[config.mk]
export PLATFORM = sky130hd
export DESIGN_NAME = byte_tx
export DESIGN_NICKNAME = d
export VERILOG_FILES = /design/src/rtl/byte_tx.sv
export SDC_FILE = /design/constraint.sdc
export NUM_CORES = 1
export LEC_CHECK = 0
export CELL_PAD_IN_SITES_DETAIL_PLACEMENT = 0
export CELL_PAD_IN_SITES_GLOBAL_PLACEMENT = 1
export CORE_MARGIN = 8
export CORE_UTILIZATION = 30
export CTS_BUF_LIST = sky130_fd_sc_hd__clkbuf_4
export CTS_CLUSTER_DIAMETER = 100
export CTS_CLUSTER_SIZE = 16
export DETAILED_ROUTE_END_ITERATION = 7
export PLACE_DENSITY_LB_ADDON = 0.1
export SLEW_MARGIN = 20
export SYNTH_ARGS = -nofsm -noshare
export SYNTH_HDL_FRONTEND = slang
export SYNTH_SLANG_ARGS = --single-unit
export TNS_END_PERCENT = 10
[constraint.sdc]
create_clock -name clk -period 2.1 [get_ports clk]
set_input_delay 0.21 -clock clk [delete_from_list [all_inputs] [get_ports clk]]
set_output_delay 0.21 -clock clk [all_outputs]
set_load 0.01 [all_outputs]
[src/rtl/byte_tx.sv]
// Asynchronous-serial byte transmitter: start bit, 8 data bits LSB first, optional even parity, stop bit.
// Define BYTE_TX_PARITY_EN to compile in the parity bit (11-bit frames); otherwise frames are 10 bits.
module byte_tx #(
    parameter int CLKS_PER_BIT = 16
) (
    input  logic       clk,
    input  logic       rst,
    input  logic [7:0] data,
    input  logic       valid,
    output logic       ready,
    output logic       tx,
    output logic       busy
);

    localparam int CW = (CLKS_PER_BIT > 2) ? $clog2(CLKS_PER_BIT) : 1;
    localparam logic [CW-1:0] CNT_MAX = CW'(CLKS_PER_BIT - 1);

`ifdef BYTE_TX_PARITY_EN
    typedef enum logic [2:0] {IDLE, START, DATA, PARITY, STOP} state_t;
`else
    typedef enum logic [2:0] {IDLE, START, DATA, STOP} state_t;
`endif

    state_t        state_q, state_d;
    logic [CW-1:0] cnt_q, cnt_d;
    logic [2:0]    idx_q, idx_d;
    logic [7:0]    shift_q, shift_d;
    logic          tx_q, tx_d;
    logic          busy_q, busy_d;
    logic          bit_end;
`ifdef BYTE_TX_PARITY_EN
    logic          parity_q, parity_d;
`endif

    assign bit_end = (cnt_q == CNT_MAX);
    assign ready   = (state_q == IDLE);
    assign tx      = tx_q;
    assign busy    = busy_q;

    always_comb begin
        state_d = state_q;
        cnt_d   = cnt_q;
        idx_d   = idx_q;
        shift_d = shift_q;
`ifdef BYTE_TX_PARITY_EN
        parity_d = parity_q;
`endif
        if (state_q != IDLE) begin
            cnt_d = bit_end ? '0 : cnt_q + 1'b1;
        end
        case (state_q)
            IDLE: begin
                if (valid) begin
                    state_d = START;
                    shift_d = data;
                    cnt_d   = '0;
`ifdef BYTE_TX_PARITY_EN
                    parity_d = ^data;
`endif
                end
            end
            START: if (bit_end) state_d = DATA;
            DATA: begin
                if (bit_end) begin
                    shift_d = shift_q >> 1;
                    idx_d   = idx_q + 3'd1;
                    if (idx_q == 3'd7) begin
`ifdef BYTE_TX_PARITY_EN
                        state_d = PARITY;
`else
                        state_d = STOP;
`endif
                    end
                end
            end
`ifdef BYTE_TX_PARITY_EN
            PARITY: if (bit_end) state_d = STOP;
`endif
            STOP: if (bit_end) state_d = IDLE;
            default: state_d = IDLE;
        endcase

        // Line level is derived from the next state so tx changes on the same edge as the FSM.
        case (state_d)
            START:   tx_d = 1'b0;
            DATA:    tx_d = shift_d[0];
`ifdef BYTE_TX_PARITY_EN
            PARITY:  tx_d = parity_d;
`endif
            default: tx_d = 1'b1;
        endcase
        busy_d = (state_d != IDLE);
    end

    always_ff @(posedge clk) begin
        if (!rst) begin
            state_q <= IDLE;
            cnt_q   <= '0;
            idx_q   <= 3'd0;
            shift_q <= 8'h00;
            tx_q    <= 1'b1;
            busy_q  <= 1'b0;
`ifdef BYTE_TX_PARITY_EN
            parity_q <= 1'b0;
`endif
        end else begin
            state_q <= state_d;
            cnt_q   <= cnt_d;
            idx_q   <= idx_d;
            shift_q <= shift_d;
            tx_q    <= tx_d;
            busy_q  <= busy_d;
`ifdef BYTE_TX_PARITY_EN
            parity_q <= parity_d;
`endif
        end
    end

endmodule

==> run metrics <==
post-synthesis sequential area ratio=0.421; Required @ worst endpoint=1890 ps; RSZ-0062 raised after global routing=no; WP buf/inv=2; initial drt markers=33; drt first pass iters=4; Gate Count Post-Synth=97; Routed WL per cell=12.3 um; Root Buffer Master=clkbuf_4; Post-synth EDFFs=0; core area=3030 um^2; pre-CTS setup slack=375 ps; Worst setup EP type=output pin; NetSw=0.160 mW; clock share of power=0.275; Post-Route WL=1930 um; Final Util=0.383; n_diodes=0; Hold Path Cell Cnt=2; fraction of registers with async set/reset=0; initial antenna violation count=0; Die ar.=5230 um^2; Syn Nets=111; Initial Util=0.314; final hold vios=0; reg2reg end=shift_q[6]; post-route setup slack=143 ps; Post-CTS Setup Bufs=0; Post-route DRC=0; fraction of layout cells with a size suffix above 1=0.150; wire length of the first global-routing pass=3180 um; worst hold path class=register to register; CP max stage cell=clkdlybuf4s50_1; Ports=14; synthesis-to-layout area growth=21.8%; PortBufs=13; Reg clk slew, reported paths=110 ps; Post-Syn Area=951 um^2; maxcap violations=0; Num CTS Buffers=3; gpl congestion=0.724; crit path time final=1960 ps; arrival time worst endpoint=1750 ps; CTS tree=built; Reg-to-Reg Start=cnt_q[0]; Comb power frac=0.123; Register-to-Register Path Depth=5; routed vias/inst=4.73; # rows=20; CP cell instances=or3_4 > clkinv_4 > clkdlybuf4s50_1; Crit path largest cell delay=530 ps; post-synth top area cell=dfxtp_1; detailed-route via count=743; # fillers=328; Leak=0.404 nW; switching share of power=0.240; P per Cell Area=577 nW/um^2; peak supply drop=324 uV; largest cells by area after synthesis=dfxtp_1, a21boi_2, nand2_1, a22oi_1, ha_1; status=complete, no violations; H-tree levels=1; setup TNS=0 ps; antenna-violating nets left=0; R2R Setup Slk=450 ps; Sequential Power Share=0.602; yosys warns=0; endpoints failing setup=0; HP Start=idx_q[1]; clock skew=8.06 ps; vias in the first global route=705; GRT Residual Overflow=0; Total Nets Final=128; Hold Crit Endpoint=idx_q[1]; pin count of the biggest net entering global routing=16; CP Class=register to output pin; die height=72.3 um; GRT Util Overall=0.0795; top-area cell type share of the netlist area=0.421; synth unique cells=38; kind of start point of the critical path=register; #FFs+latches synth=20; top_reg_cell synth=dfxtp_1; Worst path top cell family by delay=buffers and inverters; die width=72.3 um; Avg Inst Size Synth=9.80 um^2; CTS sink cnt=20; Worst-Skew Late Latency=300 ps; Final Max Slew Viols=0; DPL Wire Length=1440 um; Crit Path Max Fanout=6; Max Clock Freq=511 MHz; fin crit share=0.932; clk buf depth=2; Internal Power=0.509 mW
## worst reg2reg max path, stage by stage, from the launching register on
cell and delay, ps:
dfxtp_1 390, ha_1 220, and3_1 310, and2_1 370
a22oi_1 170, a21boi_2 130
## per-layer routing
layer | vias to the layer above | global-route usage | wire (um)
met2 | 12 | 0.125 | 890
li1 | 381 | - | -
met5 | - | 0 | 0
met3 | 2 | 0.0386 | 117
met1 | 348 | 0.0908 | 905
met4 | 0 | 0.0272 | 21
## how the worst max path moves through the flow
stage                     startpoint         end  depth (start not counted)
final                     state_q[1]       ready                          3
after global routing      state_q[1]       ready                          3
after CTS                 state_q[2]       ready                          3
after detailed placement       valid          tx                          6
after global placement         valid  shift_q[1]                          5
after floorplan             cnt_q[0]          tx                          6
## layout make-up
class                   instances  area [um^2]  share of cell area
clock buffers                   3         22.5              0.0194
clock inverters                 1         3.75             0.00324
inverters                       2         12.5              0.0108
multi-input cells              72          518               0.447
flip-flops and latches         20          402               0.347
well taps                      44         55.1              0.0475
repair buffers                 15          145               0.125
## per-stage QoR
step	total power, mW	std cells	instance area [um^2]	hold WS [ps]
global placement	0.495	153	1130	447
CTS	0.682	157	1160	470
finish	0.669	157	1160	467
floorplan	0.455	97	951	355
global route	0.715	157	1160	455
detailed placement	0.495	153	1130	455
## power by group through the flow
stage,registers (mW),logic [mW],clock network (mW)
3_5_place_dp,0.411,0.0835,0
6_report,0.403,0.0826,0.184
3_3_place_gp,0.411,0.0836,0
4_1_cts,0.403,0.0842,0.196
5_1_grt,0.405,0.0907,0.220
2_1_floorplan,0.409,0.0457,0
## logic make-up (layout without fill, tap and decap cells)
logic type / after synthesis / after routing / share of synthesized area
buffers and inverters: 5 / 21 / 0.0342
other: 1 / 1 / 0.00394
DFF: 20 / 20 / 0.421
xor gates and xnor gates: 2 / 2 / 0.0184
AOI/OAI and AO/OA: 27 / 27 / 0.228
and+or+nand+nor: 39 / 39 / 0.255
adders and majority gates: 3 / 3 / 0.0395
## state kept, by name, indices dropped and copies added (netlist names)
signal   cells
idx_q        3
state_q      3
cnt_q        4
busy         1
shift_q      8
tx           1
## cells in the mapped netlist (all sizes together), types with 2 or more instances
cell type / number
nor2b: 2
nand2b: 2
nor2: 5
nor3b: 2
and2: 2
buf: 2
a22oi: 6
ha: 3
nor4b: 2
a21boi: 11
nand3b: 2
a31oi: 2
dfxtp: 20
nand3: 2
nand2: 14
o21ai: 2
a21oi: 3
## cells in the final DEF (no fill, tap or decap), types with 2 or more instances in the layout
master           instances
dfxtp_1                 19
nand2_1                 14
clkdlybuf4s50_1         13
a22oi_1                  6
a21boi_2                 6
nor2_1                   4
a21boi_0                 3
a21oi_1                  3
ha_1                     3
clkbuf_4                 3
o21ai_0                  2
nand3b_1                 2
nor2b_1                  2
and2_1                   2
a21boi_1                 2
nand3_1                  2
a31oi_1                  2
nand2b_1                 2
buf_4                    2
## repair_timing
action                     CTS  global route
hold buffers                 0             0
gates resized for setup      0             1
setup endpoints to repair    0             1
(Power assumes the default switching activity.)
